`src/rtl/shifter_pkg.sv`:
```
// Shared types and constants for the single-step datapath shifter.
package shifter_pkg;

  localparam int unsigned DEFAULT_W = 16;

  typedef enum logic [1:0] {
    SH_NONE = 2'b00,
    SH_LSL  = 2'b01,
    SH_LSR  = 2'b10,
    SH_ASR  = 2'b11
  } shift_op_t;

endpackage

```
`src/rtl/shifter_core.sv`:
```
// Combinational single-step shift: (in, shift) -> (sout, cout), zero latency.
module shifter_core
  import shifter_pkg::*;
#(
  parameter int unsigned W = DEFAULT_W
) (
  input  logic [W-1:0] in,
  input  logic [1:0]   shift,
  output logic [W-1:0] sout,
  output logic         cout
);

  shift_op_t op;
  assign op = shift_op_t'(shift);

  // All four codes are decoded, so there is no fallback path that could produce X.
  always_comb begin
    sout = in;
    cout = 1'b0;
    unique case (op)
      SH_NONE: begin
        sout = in;
        cout = 1'b0;
      end
      SH_LSL: begin
        sout = {in[W-2:0], 1'b0};
        cout = in[W-1];
      end
      SH_LSR: begin
        sout = {1'b0, in[W-1:1]};
        cout = in[0];
      end
      SH_ASR: begin
        sout = {in[W-1], in[W-1:1]};
        cout = in[0];
      end
    endcase
  end

endmodule

```
`src/rtl/shifter.sv`:
```
// Datapath shifter: live combinational result plus a registered copy with carry and valid.
// Optional SHIFTER_FLAGS_EN adds registered zero_q/neg_q flags of sout_q.
module shifter
  import shifter_pkg::*;
#(
  parameter int unsigned W = DEFAULT_W
) (
  input  logic         clk,
  input  logic         rst_n,
  input  logic [W-1:0] in,
  input  logic [1:0]   shift,
  input  logic         in_valid,
  output logic [W-1:0] sout,
  output logic [W-1:0] sout_q,
  output logic         cout_q,
`ifdef SHIFTER_FLAGS_EN
  output logic         zero_q,
  output logic         neg_q,
`endif
  output logic         out_valid
);

  logic         cout;
  logic [W-1:0] res_d, res_q;
  logic         carry_d, carry_q;
  logic         valid_d, valid_q;

  shifter_core #(
    .W(W)
  ) u_core (
    .in   (in),
    .shift(shift),
    .sout (sout),
    .cout (cout)
  );

  always_comb begin
    res_d   = res_q;
    carry_d = carry_q;
    valid_d = in_valid;
    if (in_valid) begin
      res_d   = sout;
      carry_d = cout;
    end
  end

  always_ff @(posedge clk or negedge rst_n) begin
    if (!rst_n) begin
      res_q   <= '0;
      carry_q <= 1'b0;
      valid_q <= 1'b0;
    end else begin
      res_q   <= res_d;
      carry_q <= carry_d;
      valid_q <= valid_d;
    end
  end

  assign sout_q    = res_q;
  assign cout_q    = carry_q;
  assign out_valid = valid_q;

`ifdef SHIFTER_FLAGS_EN
  logic zero_d, zero_fq;
  logic neg_d, neg_fq;

  // Flags are derived from the value being captured so they stay aligned with sout_q.
  always_comb begin
    zero_d = zero_fq;
    neg_d  = neg_fq;
    if (in_valid) begin
      zero_d = (sout == '0);
      neg_d  = sout[W-1];
    end
  end

  always_ff @(posedge clk or negedge rst_n) begin
    if (!rst_n) begin
      zero_fq <= 1'b0;
      neg_fq  <= 1'b0;
    end else begin
      zero_fq <= zero_d;
      neg_fq  <= neg_d;
    end
  end

  assign zero_q = zero_fq;
  assign neg_q  = neg_fq;
`endif

endmodule

```
`config.mk`:
```
export PLATFORM = sky130hd
export DESIGN_NAME = shifter
export DESIGN_NICKNAME = d
export VERILOG_FILES = /design/src/rtl/shifter_pkg.sv /design/src/rtl/shifter_core.sv /design/src/rtl/shifter.sv
export SDC_FILE = /design/constraint.sdc
export NUM_CORES = 1
export LEC_CHECK = 0
export CAP_MARGIN = 20
export CORE_ASPECT_RATIO = 0.6
export CORE_UTILIZATION = 40
export CTS_CLUSTER_SIZE = 16
export DETAILED_ROUTE_END_ITERATION = 10
export HOLD_SLACK_MARGIN = 0.12
export PLACE_DENSITY = 0.79
export SLEW_MARGIN = 20
export SYNTH_ARGS = -nofsm -noshare
export SYNTH_HDL_FRONTEND = slang
export SYNTH_SLANG_ARGS = --single-unit
```
`constraint.sdc`:
```
create_clock -name clk -period 1.4 [get_ports clk]
set_input_delay 0.28 -clock clk [delete_from_list [all_inputs] [get_ports clk]]
set_output_delay 0.28 -clock clk [all_outputs]
set_load 0.005 [all_outputs]
```
### After elaboration in Yosys (flattened, before gate mapping)

Cells that the tools add are included.
Widths: inputs -> output; s select.

* bits in registers: 18
* bits of input ports: 21
* output and inout port bits: 34
* logic and storage cells: 10

* equality and inequality tests: 3
* muxes and demuxes: 2
* reduce and logical (&&, ||, !) cells: 2

Operators with widths (count)
* $pmux 16 s4: 1
* $eq 2x2->1 const B: 2
* $pmux 1 s3: 1
* $eq 2x1->1 const B: 1
* $logic_not 2->1: 1
* $reduce_or 2->1: 1

### Longest topological paths before layout

* depth in word-level cells: 3
* mapped depth: 5
* depth with buffers taken out: 3

### Hierarchy

A second synthesis with hierarchy kept.

* cells, all modules: 91
* area total of the unflattened synthesis: 1064.8 um^2

Modules (own cells, without submodules)
* shifter: times used 1, cells an instance 37, area an instance 710.7 um^2
* shifter_core: times used 1, cells an instance 54, area an instance 354.1 um^2

### Worst setup path after synthesis

Ideal clock, no wire load.

* path kind: input-to-reg
* from: input port shift[1]
* to: register res_q[15] (netlist: sout_q[15])
* data arrival time: 1125 ps
* path slack: 150 ps
* stages: 4
* buffers on the path: 1
* cell sequence: buf_6 mux2_4 a22o_1 mux2_4

* longest elaborated chain between the ends: 2
* elaborated cells between the ends (all ways): 5

RTL lines
* from (decl): RTL line shifter.sv:11 `input logic [1:0] shift,`
* $eq 2x2->1, or another cell as far along: RTL line shifter_core.sv:20 `unique case (op)`
* $pmux 16 s4 *: RTL line shifter_core.sv:20
* net sout[15]: RTL line shifter.sv:13 `output logic [W-1:0] sout,`
* to (signal assigned): RTL line shifter.sv:53 `res_q <= res_d;`
* to (decl): RTL line shifter.sv:24 `logic [W-1:0] res_d, res_q;`

The timed path passes the listed nets; every way through them passes the cells marked *.
A chain may end at the register's enable or synchronous reset.

### Worst setup path in the final report

* from: input port in[4]
* to: output port sout[4]

* longest elaborated chain between the ends: 1

RTL lines
* from (decl): RTL line shifter.sv:10 `input logic [W-1:0] in,`
* $pmux 16 s4: RTL line shifter_core.sv:20
* to (decl): RTL line shifter.sv:13

Every way passes these cells.

==> results.yml <==
clocking:
  cts_sinks: 18
  htree_levels: 1
  cts_root_buf: "clkbuf_8"
  clock_path_buffers: 2
  clk_pin_slew_ps: 80
  cts_tree: "built"
  cts_made_buffers: 3
  clock_latency_ps: 260
  cts_hold_buf: 0
die:
  coreArea_mm2: 0.00256
  rows: 14
  die_area_mm2: 0.00299
  chipWidth_um: 70.0
  initial_core_util_pct: 43.3
  die_h_um: 42.8
  io_pins: 55
yosys:
  syn_inst: 137
  yosys.area_share.adder_pct: 0
  synthMuxAreaShare_pct: 3.72
  post_synth_and_or_nand_nor_area_fraction_pct: 6.43
  synth_compound_area_share_pct: 35.1
  mappedNetlistNets: 158
  syn_area_mm2: 0.00111
  ys_seq_area_share_pct: 40.6
  synth_top_family_by_area: "compound AO/OA/AOI/OAI gates"
  ys_ff_latch: 18
  synth_xor_area_share_pct: 0
  ys_warn_count: 0
  syn_avg_cell_area_um2: 8.09
  netlist-cell-type-count: 21
timing:
  slew_viol_final: 0
  hold_viol: 0
  fin_crit_ps: 1420
  finalSetupViolCount: 4
  max_freq_mhz: 702
  skew_ps: 0
  hold-worst-slack_ps: 346
  worst_pin_slew_ps: 243
  finalWorstSetupSlack_ps: -24.6
  fin_crit_sh_pct: 102
  max_slew_margin_pct: 83.6
global_routing:
  grtUsageTotal_pct: 33.8
  grt_pass1_vias: 1517
  grt_max_degree: 25
  antenna_found_initial: 0
  grt_pass1_wl_um: 7580
  grt_overflow_total: 0
routing:
  vias_per_cell: 6.15
  firstDrtPassIters: 5
  detail_route.wl_per_cell_um: 21.5
  vias: 1643
  drt_wl_total_um: 5730
  drc: 0
  first_iter_violations: 209
  drt.antenna.violating_nets: 0
worst_setup_path:
  crit_required_ps: 1120
  rrSetupSlack_ps: 510
  cp.arrival_ps: 1140
  crit_fanout: 3
  start_kind: "input pin"
  end_kind: "primary output"
  criticalPathCategory: "input pin to primary output"
place:
  hpwlAfterDp_um: 2640
  gp_congestion: 0.878
  port_buffers: 54
  placedInstanceArea_mm2: 0.00192
status:
  status: "complete, but fails checks"
  violations: "setup timing"
cells_and_area:
  area_growth_pct: 98.4
  final_cell_mix: "buf_4 (42), inv_1 (26), dfrtp_1 (18)"
  fin_nets: 257
  layout_commonest_cell: "buf_4"
  antenna_cells: 0
  layout-drive-gt1-share_pct: 46.0
  fin_area_mm2: 0.00220
  fin_util_pct: 86.0
  fill_cells: 109
pwr:
  vdd_ir_drop_max_uv: 483
  p_per_area_mw_per_mm2: 797
  p_leak_nw: 1.28
  finalPower_mw: 1.75
job:
  max-cap-violations: 0
worst_hold_path:
  hold_class: "input pin to async pin"
[worst max-delay path: stages]
cell	delay, ps
clkdlybuf4s15_2	220
inv_1	90
o211a_1	260
a21oi_2	160
clkbuf_2	140
[final cells by class]
| class | count | area (µm²) | share of cell area [%] |
|---|---|---|---|
| inverters | 29 | 116 | 5.29 |
| clock buffers | 4 | 55.1 | 2.50 |
| repair buffers | 104 | 947 | 43.1 |
| multi-input cells | 80 | 591 | 26.8 |
| well taps | 32 | 40.0 | 1.82 |
| flip-flops and latches | 18 | 450 | 20.5 |
[flip-flops by register name, indices dropped and copies added, names as in the netlist]
signal	cells
cout_q	1
sout_q	16
out_valid	1
[Yosys cell counts (all sizes together)]
cell type  instances  area [µm²]
nor2b              1        6.26
o21ai             14        70.1
o22ai             14        87.6
mux2               3        41.3
clkbuf             6        22.5
inv               29         109
a22o               2        17.5
o211a             13         130
dfrtp             18         450
buf                4        25.0
a21oi             14        70.1
a31oi              1        6.26
nor2               2        7.51
a211oi             1        7.51
nand2             14        52.6
nand3              1        5.00
[through the flow]
stage / TNS (ps) / setup slack [ps] / cells
final: -50.5 / -24.6 / 267
after global routing: -109 / -28.2 / 267
after CTS: -12.0 / -10.4 / 261
after detailed placement: -15880 / -855 / 244
after global placement: -14830 / -741 / 244
after floorplan: 0 / 150 / 137
[where the power goes]
part | switching (mW) | internal (mW) | total (mW)
combinational | 0.320 | 0.376 | 0.696
clock | 0.196 | 0.251 | 0.447
sequential | 0.0338 | 0.577 | 0.610
total | 0.550 | 1.20 | 1.75
[path summary, 6_finish.rpt]
check | cells after the start | start | to
setup / recovery | 5 | in[4] | sout[4]
hold / removal | 2 | rst_n | sout_q[7]
setup reg to reg | 4 | sout_q[7] | sout_q[7]
hold reg to reg | 2 | sout_q[4] | sout_q[4]
max in group asynchronous | 2 | rst_n | sout_q[0]
min in group clk | 3 | in[8] | sout_q[7]
[repair_timing]
| item | CTS | global route |
|---|---|---|
| setup endpoints to repair | 26 | 26 |
| pin swaps | 6 | 7 |
| setup buffers | 11 | 6 |
| cloned | 2 | 1 |
| gates resized for setup | 120 | 37 |
| hold endpoints to repair | 0 | 0 |
[per-layer routing]
layer | vias up | GRT usage [%] | part of all wire, %
met3 | 46 | 9.50 | 11
met5 | - | 0 | 0
li1 | 671 | - | -
met4 | 0 | 16.0 | 6.5
met2 | 164 | 55.4 | 46
met1 | 762 | 41.5 | 37
[cells by family after synthesis]
logic type | after synthesis
simple gates | 18
compound gates | 59
buf+inv | 39
mux | 3
flops | 18
(Power assumes the default switching activity.)
==> RTL change 1 (same flow settings) <==
Set the package constant `DEFAULT_W` to 18 (it was 16).
--- a/src/rtl/shifter_pkg.sv
+++ b/src/rtl/shifter_pkg.sv
@@ -2,5 +2,5 @@
 package shifter_pkg;
 
-  localparam int unsigned DEFAULT_W = 16;
+  localparam int unsigned DEFAULT_W = 18;
 
   typedef enum logic [1:0] {
Interface: changed (resized in, sout and sout_q); port bits go from 55 to 61. No check against the original RTL was run, so the function may have changed too.
==> RTL change 1 against the unedited design <==
The flow still finishes with violations (negative setup slack). Total power is 2.4% higher. Sequential cell count is 2 higher. Area after synthesis is 12% higher. Design area is 3.9% higher. Sequential power is 10% higher. Largest cell class unchanged. Critical path depth stayed put. Setup slack better by 0.021 ns. Routed wire length is 22% lower. Die area is 11% higher. Critical path type unchanged. Register-to-register slack better by 0.14 ns.
==> RTL change 1: results (changes against the unedited design) <==
Routing
  – Number of DRC violations after detailed-routing iteration 0: 174 (-17%)
  – Vias post-DR: 1553 (-5.5%)

Place
  – Count of input and output buffers: 60 (+11%)
  – Post-Place Setup Slack: -0.853 ns (+0.00167 ns)
  – Placed cell count: 275 (+13%)
  – RD Place Congestion: 0.777 (-11%)

Pwr
  – Leak pwr: 0.00133 µW (+3.5%)
  – Worst voltage drop across the vdd grid: 0.671 mV (+39%)
  – Sw power: 544 µW (-1.1%)

GRT
  – Number of global-route vias before repair: 1328 (-12%)
  – Wire length of the first global-routing pass: 6290 µm (-17%)
  – Total routing usage reported by global routing: 25.7% (-8.1 points)

Status
  – Violated checks: negative setup slack
  – Result of the run: complete, but fails checks

Worst setup path
  – Worst reg2reg path depth: 1 (-3)
  – Capture instance of the worst register-to-register path: sout_q[0]

Hold path
  – Worst min-delay path class: input port to flop

Synth
  – Synthesized Nets: 179 (+13%)
  – Sequential fraction of the synthesis area: 40.4% (-0.23 points)
  – Main area contributors after synthesis: sky130_fd_sc_hd__dfrtp_1 40%, sky130_fd_sc_hd__o211a_1 12%, sky130_fd_sc_hd__inv_1 9.7%, sky130_fd_sc_hd__o22ai_1 8.1%, sky130_fd_sc_hd__a21oi_1 6.5%
  – Most used standard cells in the synthesized netlist: 32 x sky130_fd_sc_hd__inv_1, 20 x sky130_fd_sc_hd__dfrtp_1

Layout
  – Total of fill cells in the finished design: 193 (+77%)
  – Non-filler instance count after layout: 290 (+8.6%)
  – Layout Nets: 272 (+5.8%)

Timing
  – Final worst setup slack: -0.00316 ns (+0.0214 ns)
  – Relative max-transition margin: 81.6% (-2.1 points)
  – Endpoints failing setup: 1 (-3)
[RTL change 1: cell count changes in the layout (fill, tap and decap cells not counted), sizes merged, moves of 3 or more]
cell / delta
clkdlybuf4s15: +4
clkbuf: -3
inv: +4
dlygate4sd2: +8
buf: -9
[RTL change 1: worst max path at each step]
| stage | startpoint | to | slack (ns) |
|---|---|---|---|
| global placement | shift[1] | sout[7] | -0.80 |
| detailed placement | shift[1] | sout[9] | -0.85 |
| floorplan | shift[0] | sout[10] | 0.13 |
| CTS | in[9] | sout[9] | -0.03 |
| finish | shift[0] | sout[13] | -0.003 |
| global route | shift[0] | sout[15] | -0.02 |
[RTL change 1: cells by family (layout without fill, tap and decap cells)]
| kind of cell | count (synthesis) | in the layout | synth area share [%] |
|---|---|---|---|
| multiplexers | 3 | 3 | 3.03 |
| buffers and inverters | 46 | 138 | 14.5 |
| flip-flops | 20 | 20 | 40.4 |
| AND/OR/NAND/NOR | 20 | 20 | 6.36 |
| AO/OA/AOI/OAI | 67 | 67 | 35.7 |
[RTL change 1: stage by stage]
stage / hold WS (ns) / util (%) / setup TNS (ns) / area [µm²] / power (µW)
floorplan: -0.0156 / - / 0 / 1240 / 902
global placement: 0.493 / 71.7 / -18.06 / 2090 / 1300
detailed placement: 0.500 / 71.7 / -20.07 / 2090 / 1310
CTS: 0.369 / 75.8 / -0.0319 / 2210 / 1760
global route: 0.324 / 78.5 / -0.0472 / 2280 / 1880
finish: 0.309 / 78.5 / -0.00316 / 2280 / 1800
[RTL change 1: repair_timing]
item                       CTS  global route
setup buffers                4             4
pin swaps                    4             8
setup endpoints to repair   38            23
cloned                       2             1
resized for setup          125            37
[RTL change 1: critical path, delay by kind of cell]
| kind | cells | cell delay [ns] |
|---|---|---|
| compound gates | 2 | 0.35 |
| buf+inv | 3 | 0.49 |
[RTL change 1: layer usage]
metal | global-route usage [%] | up-vias | wire length [µm]
met5 | 0 | - | 0
met4 | 6.15 | 0 | 34
met1 | 34.4 | 751 | 1930
met2 | 41.3 | 76 | 2080
met3 | 7.59 | 7 | 409
li1 | - | 719 | -
[RTL change 1: area by class of cell]
type | count | area (µm²) | share of cell area [%]
repair buffers | 101 | 916 | 40.1
multi-input cells | 90 | 629 | 27.5
flip-flops and latches | 20 | 500 | 21.9
inverters | 33 | 131 | 5.75
clock buffers | 4 | 55.1 | 2.41
well taps | 42 | 52.6 | 2.30
[RTL change 1: power by group through the flow]
| stage | logic, µW | registers, µW | clock network (µW) |
|---|---|---|---|
| finish | 645 | 674 | 476 |
| global route | 693 | 680 | 504 |
| CTS | 615 | 674 | 468 |
| detailed placement | 626 | 686 | 0 |
| global placement | 616 | 682 | 0 |
| floorplan | 212 | 689 | 0 |
==> RTL change 2 (config.mk and constraints unchanged) <==
Made on the original files. Put one more register stage on the output `sout_q`, cleared by the reset. The value now appears one clock later. The other outputs are not delayed to match. Comments in the files are not updated.
--- a/src/rtl/shifter.sv
+++ b/src/rtl/shifter.sv
@@ -57,5 +57,11 @@
   end
 
-  assign sout_q    = res_q;
+  always_ff @(posedge clk or negedge rst_n) begin
+    if (!rst_n) begin
+      sout_q <= '0;
+    end else begin
+      sout_q <= res_q;
+    end
+  end
   assign cout_q    = carry_q;
   assign out_valid = valid_q;
Behaviour: not the same (Yosys sat finds a counterexample within 4 cycles, from zero or initial values and one cycle with rst_n low).
==> RTL change 2 against the unedited design <==
Total power is 40% higher. Via count is 12% lower. Sequential cell count is 16 higher. Largest power group is now sequential cells. Area after synthesis is 36% higher. Routed wire length is 24% lower. Critical endpoint is now sout[15]. Design area is 14% higher. Register-to-register slack better by 0.09 ns. Setup slack better by 0.036 ns.
==> RTL change 2: results (changes against the unedited design) <==
Timing
  – Worst clock skew: 0.00281 ns (+0.00281 ns)
  – Worst hold margin: 0.339 ns (-0.00653 ns)
  – Tightest Pin Transition: 0.243 ns (-0.000395 ns)

Routing
  – DR WL/cell: 15.2 µm (-29%)
  – Number of iterations in the first detailed-routing pass: 4 (-1)
  – Avg Vias per Cell: 5.05 (-18%)
  – Number of DRC violations after detailed-routing iteration 0: 108 (-48%)

Worst setup path
  – R2R Setup Slk: 0.60 ns (+0.09 ns)
  – Largest stage delay on the critical path: ~0.27 ns
  – Max FO, Critical Path: 3 (unchanged)
  – Arrival time reported for the critical path endpoint: 1.11 ns (-0.03 ns)
  – Cell at the slowest stage of the critical path: sky130_fd_sc_hd__mux2_4

Place
  – Count of input and output buffers: 54 (unchanged)
  – Detailed placer's ending HPWL: 2740 µm (+3.6%)
  – RD Place Congestion: 0.854 (-2.7%)

GRT
  – Wire length of the first global-routing pass: 7100 µm (-6.3%)
  – Total routing usage reported by global routing: 23.9% (-9.8 points)
  – Maximum number of pins on one net before global-route repair: 35 (+40%)
  – Initial antenna violation count: 0 (unchanged)
  – Number of global-route vias before repair: 1485 (-2.1%)

Synth
  – Sequential fraction of the synthesis area: 56.4% (+16 points)
  – Synthesis warning total: 0 (unchanged)
  – Synthesized Nets: 174 (+10%)
  – Post-synthesis async set-or-reset flop share: 100% (unchanged)
  – Number of distinct library cells after synthesis: 20 (-4.8%)
  – Most used standard cells in the synthesized netlist: 34 x sky130_fd_sc_hd__dfrtp_1, 28 x sky130_fd_sc_hd__inv_1, 14 x sky130_fd_sc_hd__a21oi_1, 14 x sky130_fd_sc_hd__nand2_1, 14 x sky130_fd_sc_hd__o22ai_1
  – Main area contributors after synthesis: sky130_fd_sc_hd__dfrtp_1 56%, sky130_fd_sc_hd__o211a_1 8.6%, sky130_fd_sc_hd__inv_1 7.0%, sky130_fd_sc_hd__o22ai_1 5.8%, sky130_fd_sc_hd__a21oi_1 4.6%

Clocking
  – Total CTS buffers: 5 (+2)
  – Bufs on Longest Clock Path: 2 (unchanged)
  – Clock transition at path regs: about 0.070 ns
  – Clock insertion delay at the later pin of the skew report: 0.28 ns (+0.02 ns)
  – Clock Tree Root: sky130_fd_sc_hd__clkbuf_8
  – Maximum level of the CTS H-tree: 2 (+1)

Layout
  – Fraction of layout cells with a size suffix above 1: 35.5% (-10 points)
  – Antenna diode count: 0 (unchanged)
  – Layout Nets: 262 (+1.9%)
  – Largest regs: res_q x16, sout_q x16
  – Total of fill cells in the finished design: 243 (+120%)

Pwr
  – Worst voltage drop across the vdd grid: 0.561 mV (+16%)
  – Leak pwr: 0.00142 µW (+11%)

Hold path
  – Worst min-delay path class: input port to flop

Status
  – Result of the run: completed
RTL change 2: changes by cell type after synthesis:
cell	change
sky130_fd_sc_hd__dfrtp_1	+16
sky130_fd_sc_hd__clkbuf_1	+1
sky130_fd_sc_hd__o21ai_1	-1
sky130_fd_sc_hd__o21ai_0	+1
sky130_fd_sc_hd__buf_1	-1
RTL change 2: power by group:
part	internal, µW	switching (µW)	leakage, µW
Sequential	1090	43.5	0.000410
Clock	396	346	0.0000482
Combinational	323	264	0.000966
Total	1810	653	0.00142
RTL change 2: kinds of logic (layout without fill, tap and decap cells):
group | after synthesis | count (layout) | share of synthesized area, %
AO/OA/AOI/OAI | 59 | 59 | 25.8
buffers and inverters | 39 | 128 | 10.4
flip-flops | 34 | 34 | 56.4
multiplexers | 3 | 3 | 2.74
AND/OR/NAND/NOR | 18 | 18 | 4.73
RTL change 2: through the flow:
stage / util [%] / setup slack (ns) / setup TNS (ns) / instances / cell area (µm²)
6_report: 73.3 / 0.0118 / 0 / 287 / 2510
5_1_grt: 73.3 / -0.0318 / -0.0318 / 287 / 2510
4_1_cts: 71.2 / 0.00185 / 0 / 286 / 2440
3_5_place_dp: 66.6 / -0.822 / -16.70 / 268 / 2280
3_3_place_gp: 66.6 / -0.769 / -15.08 / 268 / 2280
2_1_floorplan: - / 0.150 / 0 / 153 / 1510
RTL change 2: final cells by class:
type | instances | share of cell area [%]
Sequential cell | 34 | 33.9
Timing Repair Buffer | 91 | 32.7
Multi-Input combinational cell | 80 | 23.0
Inverter | 29 | 4.54
Clock buffer | 7 | 3.44
Tap cell | 45 | 2.24
Clock inverter | 1 | 0.200
RTL change 2: worst paths after layout:
kind | endpoint | cells past startpoint | startpoint
max | sout[15] | 4 | in[14]
min | res_q[1] | 3 | in[2]
max reg2reg | res_q[15] | 1 | res_q[15]
min reg2reg | sout_q[7] | 0 | res_q[7]
max in group asynchronous | res_q[11] | 2 | rst_n
min in group asynchronous | res_q[13] | 2 | rst_n
RTL change 2: worst max-delay path, delay by kind of cell:
family	cells	cell delay, ns
buffers and inverters	2	0.33
AOI/OAI and AO/OA	1	0.21
muxes	1	0.27
RTL change 2: repair_timing:
action	in CTS	in global routing
pin swaps	9	0
gates cloned	1	1
gates resized for setup	124	25
setup endpoints to repair	26	19
endpoints found under the hold margin	0	0
buffers inserted	9	0
RTL change 2: routing by layer:
layer / track usage, % / vias to the layer above / wire length (µm)
li1: - / 695 / -
met1: 32.8 / 688 / 2070
met2: 34.9 / 55 / 1910
met3: 6.85 / 11 / 299
met4: 10.7 / 0 / 77
met5: 0 / - / 0
